[config.mk]
export PLATFORM = sky130hd
export DESIGN_NAME = rr_arbiter4_flat
export DESIGN_NICKNAME = d
export VERILOG_FILES = /design/src/rtl/rr_arbiter4_pkg.sv /design/src/rtl/rr_arbiter4_if.sv /design/src/rtl/rr_arbiter4_prio_enc4.sv /design/src/rtl/rr_arbiter4.sv /design/src/flat_wrapper.sv
export SDC_FILE = /design/constraint.sdc
export NUM_CORES = 1
export LEC_CHECK = 0
export BUFFER_PORTS_ARGS = -buffer_cell sky130_fd_sc_hd__buf_2
export CORE_MARGIN = 2
export CORE_UTILIZATION = 56
export DETAILED_ROUTE_END_ITERATION = 7
export PLACE_DENSITY = 0.8
export SETUP_SLACK_MARGIN = 0.02
export SYNTH_ARGS = -nofsm -noshare
export SYNTH_HDL_FRONTEND = slang
export SYNTH_HIERARCHICAL = 1
export SYNTH_SLANG_ARGS = --single-unit
[constraint.sdc]
create_clock -name clk -period 5.7 [get_ports clk]
set_clock_uncertainty 0.1 [all_clocks]
set_input_delay 0.855 -clock clk [delete_from_list [all_inputs] [get_ports clk]]
set_output_delay 0.855 -clock clk [all_outputs]
set_load 0.1 [all_outputs]
[src/rtl/rr_arbiter4_pkg.sv]
// Shared definitions for the four-way round-robin arbiter: state encoding,
// requester count and the request-rotation helper.
package arb_pkg;

  localparam int NREQ  = 4;
  localparam int IDX_W = 2;

  typedef enum logic {
    IDLE  = 1'b0,
    GRANT = 1'b1
  } state_t;

  // Rotate so that requester 'ptr' lands on bit 3, ptr-1 on bit 2, and so on.
  function automatic logic [NREQ-1:0] rotate(input logic [NREQ-1:0] v,
                                              input logic [IDX_W-1:0] ptr);
    logic [NREQ-1:0] r;
    r = '0;
    for (int k = 0; k < NREQ; k++) begin
      r[NREQ-1-k] = v[IDX_W'(ptr - IDX_W'(k))];
    end
    return r;
  endfunction

endpackage

[src/rtl/rr_arbiter4_if.sv]
// Request/grant bundle between the requesters and the round-robin arbiter.
interface rr_arbiter4_if;
  import arb_pkg::*;

  logic [NREQ-1:0]  req;
  logic [NREQ-1:0]  grant;
  logic [IDX_W-1:0] grant_id;
  logic             grant_valid;
  logic             timeout;

  modport master (
    input  req,
    output grant,
    output grant_id,
    output grant_valid,
    output timeout
  );

  modport slave (
    output req,
    input  grant,
    input  grant_id,
    input  grant_valid,
    input  timeout
  );
endinterface

[src/rtl/rr_arbiter4_prio_enc4.sv]
// Combinational 4:2 priority encoder, bit 3 highest, with an any-valid flag.
module prio_enc4 (
  input  logic [3:0] in,
  output logic [1:0] enc,
  output logic       valid
);

  always_comb begin
    enc   = 2'd0;
    valid = 1'b1;
    if (in[3])      enc = 2'd3;
    else if (in[2]) enc = 2'd2;
    else if (in[1]) enc = 2'd1;
    else if (in[0]) enc = 2'd0;
    else            valid = 1'b0;
  end

endmodule

[src/rtl/rr_arbiter4.sv]
// Four-requester round-robin arbiter: grants are held until the owner drops
// its request or the hold limit expires, then priority rotates past the owner.
module rr_arbiter4
  import arb_pkg::*;
#(
  parameter int MAX_HOLD = 15,
  parameter int CNT_W    = 4
) (
  input  logic           clk,
  input  logic           rst,
  rr_arbiter4_if.master  bus
);

  localparam logic             TIMEOUT_EN = (MAX_HOLD != 0);
  localparam logic [CNT_W-1:0] HOLD_LAST  = CNT_W'((MAX_HOLD == 0) ? 0 : MAX_HOLD - 1);

  state_t           state, state_n;
  logic [IDX_W-1:0] ptr, ptr_n;
  logic [CNT_W-1:0] hold_cnt, hold_cnt_n;
  logic [NREQ-1:0]  grant, grant_n;
  logic [IDX_W-1:0] grant_id, grant_id_n;
  logic             timeout, timeout_n;

  logic [NREQ-1:0]  req_rot;
  logic [IDX_W-1:0] enc;
  logic             any_req;
  logic [IDX_W-1:0] winner;

  assign req_rot = rotate(bus.req, ptr);

  prio_enc4 u_enc (
    .in    (req_rot),
    .enc   (enc),
    .valid (any_req)
  );

  // Map the encoded position in the rotated vector back to a requester index.
  assign winner = ptr - (IDX_W'(NREQ - 1) - enc);

  always_ff @(posedge clk) begin
    if (rst) begin
      state    <= IDLE;
      ptr      <= IDX_W'(NREQ - 1);
      hold_cnt <= '0;
      grant    <= '0;
      grant_id <= '0;
      timeout  <= 1'b0;
    end else begin
      state    <= state_n;
      ptr      <= ptr_n;
      hold_cnt <= hold_cnt_n;
      grant    <= grant_n;
      grant_id <= grant_id_n;
      timeout  <= timeout_n;
    end
  end

  always_comb begin
    state_n    = state;
    ptr_n      = ptr;
    hold_cnt_n = hold_cnt;
    grant_n    = grant;
    grant_id_n = grant_id;
    timeout_n  = 1'b0;

    unique case (state)
      IDLE: begin
        if (any_req) begin
          state_n    = GRANT;
          grant_n    = NREQ'(1) << winner;
          grant_id_n = winner;
          hold_cnt_n = '0;
        end
      end
      GRANT: begin
        // Release wins over a coincident timeout, so no pulse in that case.
        if (!bus.req[grant_id]) begin
          state_n    = IDLE;
          grant_n    = '0;
          grant_id_n = '0;
          hold_cnt_n = '0;
          ptr_n      = grant_id - IDX_W'(1);
        end else if (TIMEOUT_EN && (hold_cnt == HOLD_LAST)) begin
          state_n    = IDLE;
          grant_n    = '0;
          grant_id_n = '0;
          hold_cnt_n = '0;
          timeout_n  = 1'b1;
          ptr_n      = grant_id - IDX_W'(1);
        end else if (TIMEOUT_EN) begin
          hold_cnt_n = hold_cnt + CNT_W'(1);
        end
      end
      default: begin
        state_n = IDLE;
        grant_n = '0;
      end
    endcase
  end

  assign bus.grant       = grant;
  assign bus.grant_id    = grant_id;
  assign bus.grant_valid = |grant;
  assign bus.timeout     = timeout;

endmodule

[src/flat_wrapper.sv]
// flat-port wrapper written by rule: the top's interface ports become plain ports
module rr_arbiter4_flat import arb_pkg::*;
#(
  parameter int MAX_HOLD = 15,
  parameter int CNT_W    = 4
)
  (clk, rst, bus_req, bus_grant, bus_grant_id, bus_grant_valid, bus_timeout);
  rr_arbiter4_if bus_i ();
  input  logic clk;
  input  logic rst;
  input wire logic [$bits(bus_i.req)-1:0] bus_req;
  output wire logic [$bits(bus_i.grant)-1:0] bus_grant;
  output wire logic [$bits(bus_i.grant_id)-1:0] bus_grant_id;
  output wire logic [$bits(bus_i.grant_valid)-1:0] bus_grant_valid;
  output wire logic [$bits(bus_i.timeout)-1:0] bus_timeout;
  assign bus_i.req = bus_req;
  assign bus_grant = bus_i.grant;
  assign bus_grant_id = bus_i.grant_id;
  assign bus_grant_valid = bus_i.grant_valid;
  assign bus_timeout = bus_i.timeout;
  rr_arbiter4 #(.MAX_HOLD(MAX_HOLD), .CNT_W(CNT_W)) u_core (.clk(clk), .rst(rst), .bus(bus_i));
endmodule
==> results.txt <==
----------------------------------------------------
[Run status]
  Outcome ... finished clean

[Yosys]
  Average cell area after synthesis ... 9.82 sq um
  Top cell type by total area after synthesis ... sky130_fd_sc_hd__dfxtp_1
  Part of the Yosys area used for sequential elements ... 36.1%
  Number of enable flip-flop cells after synthesis ... 0
  Top-count cell post-synth ... sky130_fd_sc_hd__dfxtp_1
  Main synth FF type ... sky130_fd_sc_hd__dfxtp_1
  Most numerous cell types in the synthesized netlist ... 14 x sky130_fd_sc_hd__dfxtp_1, 7 x sky130_fd_sc_hd__inv_1, 7 x sky130_fd_sc_hd__nand2_1
  Proportion of netlist area held by the largest area contributor ... 36.1%
  Fraction of synthesis flops using an asynchronous set or reset pin ... 0%
  Number of flip-flops and latches in the synthesized netlist ... 14
  Synthesis Warnings ... 6
  Cells taking the most area after synthesis ... sky130_fd_sc_hd__dfxtp_1 36%, sky130_fd_sc_hd__mux4_2 15%, sky130_fd_sc_hd__a22o_1 4.5%
  Count of cell types in the netlist ... 29
  Post-synthesis cell count ... 79
  Post-Syn Area ... 776 sq um
  Mapped Nets ... 86

[Die]
  Die W ... 41.2 microns
  Initial core utilization ... 59.6%
  Area of the core ... 0.00130 sq mm
  Number of top-level design ports ... 14
  Area enclosed by the die boundary ... 0.00170 sq mm
  Die Height ... 41.2 microns
  Std-Cell Rows ... 13

[Route]
  Total number of vias ... 627
  Per-cell via count in the routed design ... 5.75
  Number of nets still failing antenna checks after routing ... 0
  Wirelength per Cell ... 13.3 microns
  DRC violation count after routing ... 0
  Routed wire length ... 1.45 mm
  TritonRoute pass-1 iters ... 4
  First DRT Iteration DRCs ... 16

[Pwr]
  Clock network power share ... 16.1%
  Internal power of the cells ... 220 uW
  Pwr per Cell Area ... 511 mW/mm^2
  IR drop worst, VDD ... 0.339 mV
  Sw Pwr ... 229 uW
  Relative contribution of sequential cells to total power ... 31.3%
  Lkg Pwr ... 0.000386 uW
  Switching part of the total power ... 51.0%
  Share of total power in combinational logic ... 52.5%

[Critical path]
  Critical path data arrival time ... 2.89 ns
  Delay of the slowest cell on the worst path ... 0.48 ns
  Worst setup path category ... primary input to flop
  Data required, critical path ... 5.83 ns
  Ordered cell list for the critical path ... buf_2 > mux4_2 > or2_1 > or3_1 > nor3_1 > a21o_2 > a22o_1
  CP max stage cell ... sky130_fd_sc_hd__mux4_2
  Startpoint type of the worst setup path ... primary input
  Worst Path Max Fanout ... 6
  Endpoint class of the critical path ... flop

[Global routing]
  Overall routing resource usage ... 20.5%
  GR met1 Demand/Resource ... 24.8%
  Number of antenna violations at the first check in global routing ... 0
  Total congestion overflow ... 0
  First-pass GRT wire length ... 2.08 mm
  Busiest layer in global routing ... met2
  Largest net degree at the start of global routing ... 10
  GRT met3 Usage ... 4.89%
  Global-route track usage on met2 ... 31.6%
  Vias in the first global route ... 493

[Timing]
  Post-route minimum period ... 2.76 ns
  Slew headroom ... 62.4%
  Total Negative Setup Slacks ... 0 ns
  Crit path setup slack, layout ... 2.94 ns
  Actual slew at the worst max-slew pin ... 0.564 ns
  Setup repair after global routing missed its margin ... no
  Maximum clock rate ... 0.362 GHz
  Final hold violation count ... 0
  Final setup vio count ... 0
  Slew Limit Fails ... 0
  Final period util ... 48.5%

[Clocking]
  Setup Buffers After CTS ... 0
  Maximum count of clock buffers along a single path ... 2
  Clock transition at the register clock pins on the worst setup and hold paths after CTS ... 0.08 ns
  Resized cells post-CTS ... 0
  H-tree depth ... 1
  Clock insertion delay at the later pin of the skew report ... 0.29 ns
  TritonCTS clock tree ... yes
  Root buffer cell ... sky130_fd_sc_hd__clkbuf_4
  Total clock sinks ... 14
  Cts hold-fix bufs ... 0
  Number of buffers inserted during clock tree synthesis ... 3

[Layout]
  Synth-to-Final Area Change ... 13.4%
  Final-stage net count ... 102
  Antenna fix cells ... 0
  Number of fill cells ... 107
  Proportion of layout cells with a drive suffix above 1 ... 26.6%

[Placed design]
  Weighted congestion at the end of routability-driven global placement ... 0.791
  Detailed placer's ending HPWL ... 1.10 mm
  Post-placement worst setup slack ... 2.64 ns
  PortBufs ... 13

[Flow run]
  MaxCap Viol Count ... 0

[Min path]
  Class of the tightest hold or removal check ... flop to flop

----------------------------------------------------
-- power by group through the flow --
| stage | Combinational (uW) | Sequential, uW | Clock, uW |
|---|---|---|---|
| CTS | 237 | 141 | 74.2 |
| finish | 236 | 141 | 72.5 |
| global placement | 234 | 142 | 0 |
| floorplan | 132 | 217 | 0 |
| detailed placement | 236 | 143 | 0 |
| global route | 251 | 144 | 78.0 |
-- critical path: cells and delay by family --
family	cells	cell delay, ns
AO/OA/AOI/OAI	2	0.36
AND/OR/NAND/NOR	3	1.07
buffers and inverters	1	0.13
multiplexers	1	0.48
-- through the flow --
step / area [sq um] / hold WS (ns) / total power [uW] / cells / util (%)
finish: 880 / 0.398 / 449 / 109 / 67.6
floorplan: 776 / 0.386 / 349 / 79 / -
global route: 880 / 0.431 / 473 / 109 / 67.6
detailed placement: 843 / 0.382 / 379 / 105 / 64.8
global placement: 843 / 0.378 / 376 / 105 / 64.8
CTS: 880 / 0.404 / 452 / 109 / 67.6
-- cells by family (layout without fill, tap and decap cells) --
kind of cell / Yosys count / after routing / synth area share, %
multiplexers: 8 / 8 / 18.4
buffers and inverters: 9 / 24 / 5.48
flip-flops: 14 / 14 / 36.1
AND/OR/NAND/NOR: 25 / 25 / 16.5
adder cells (fa/ha/maj): 1 / 1 / 1.61
XOR/XNOR: 3 / 3 / 3.39
AO/OA/AOI/OAI: 19 / 19 / 18.5
-- layout by cell type (no fill, tap or decap), drive strengths merged, types with 3 or more instances in the layout --
cell and count:
nor2 4, nand2 7, dfxtp 14, nor3 3, inv 7, a21oi 4
o21ai 4, a21o 3, clkbuf 4, nand3 3, a22o 4, buf 13
xnor2 3, mux2i 3, mux4 5
-- state kept, by name, summed over array words and instances, names as in the netlist --
name	flops
u_core/hold_cnt	4
u_core/bus.grant	4
u_core/ptr	2
u_core/bus.timeout	1
u_core/state	1
u_core/bus.grant_id	2
-- final timing paths --
| path | from | cells past startpoint | slack (ns) | endpoint |
|---|---|---|---|---|
| max reg2reg | u_core/ptr[0]$_SDFFE_PP1P_ | 6 | 3.13 | u_core/bus.grant[2]$_SDFFE_PP0P_ |
| min | u_core/bus.grant[0]$_SDFFE_PP0P_ | 1 | 0.40 | u_core/bus.grant[0]$_SDFFE_PP0P_ |
| min reg2reg | u_core/bus.grant[0]$_SDFFE_PP0P_ | 1 | 0.40 | u_core/bus.grant[0]$_SDFFE_PP0P_ |
| max | bus_req[2] | 7 | 2.94 | u_core/bus.grant[2]$_SDFFE_PP0P_ |
-- per-layer routing --
layer  share of wire [%]  wire [microns]  vias up
li1                    -               -      325
met1                  43             620      283
met2                  49             706       15
met3                 5.7              83        4
met4                 2.9              42        0
met5                   0               0        -
-- area by class of cell --
type	instances	area, sq um	area share (%)
multi-input combinational	56	453	51.5
sequential	14	280	31.9
timing repair buffer	13	65.1	7.40
clock buffer	4	36.3	4.13
inverter	7	26.3	2.99
tap	15	18.8	2.13
Note: power is estimated with default switching activity, not from simulation.
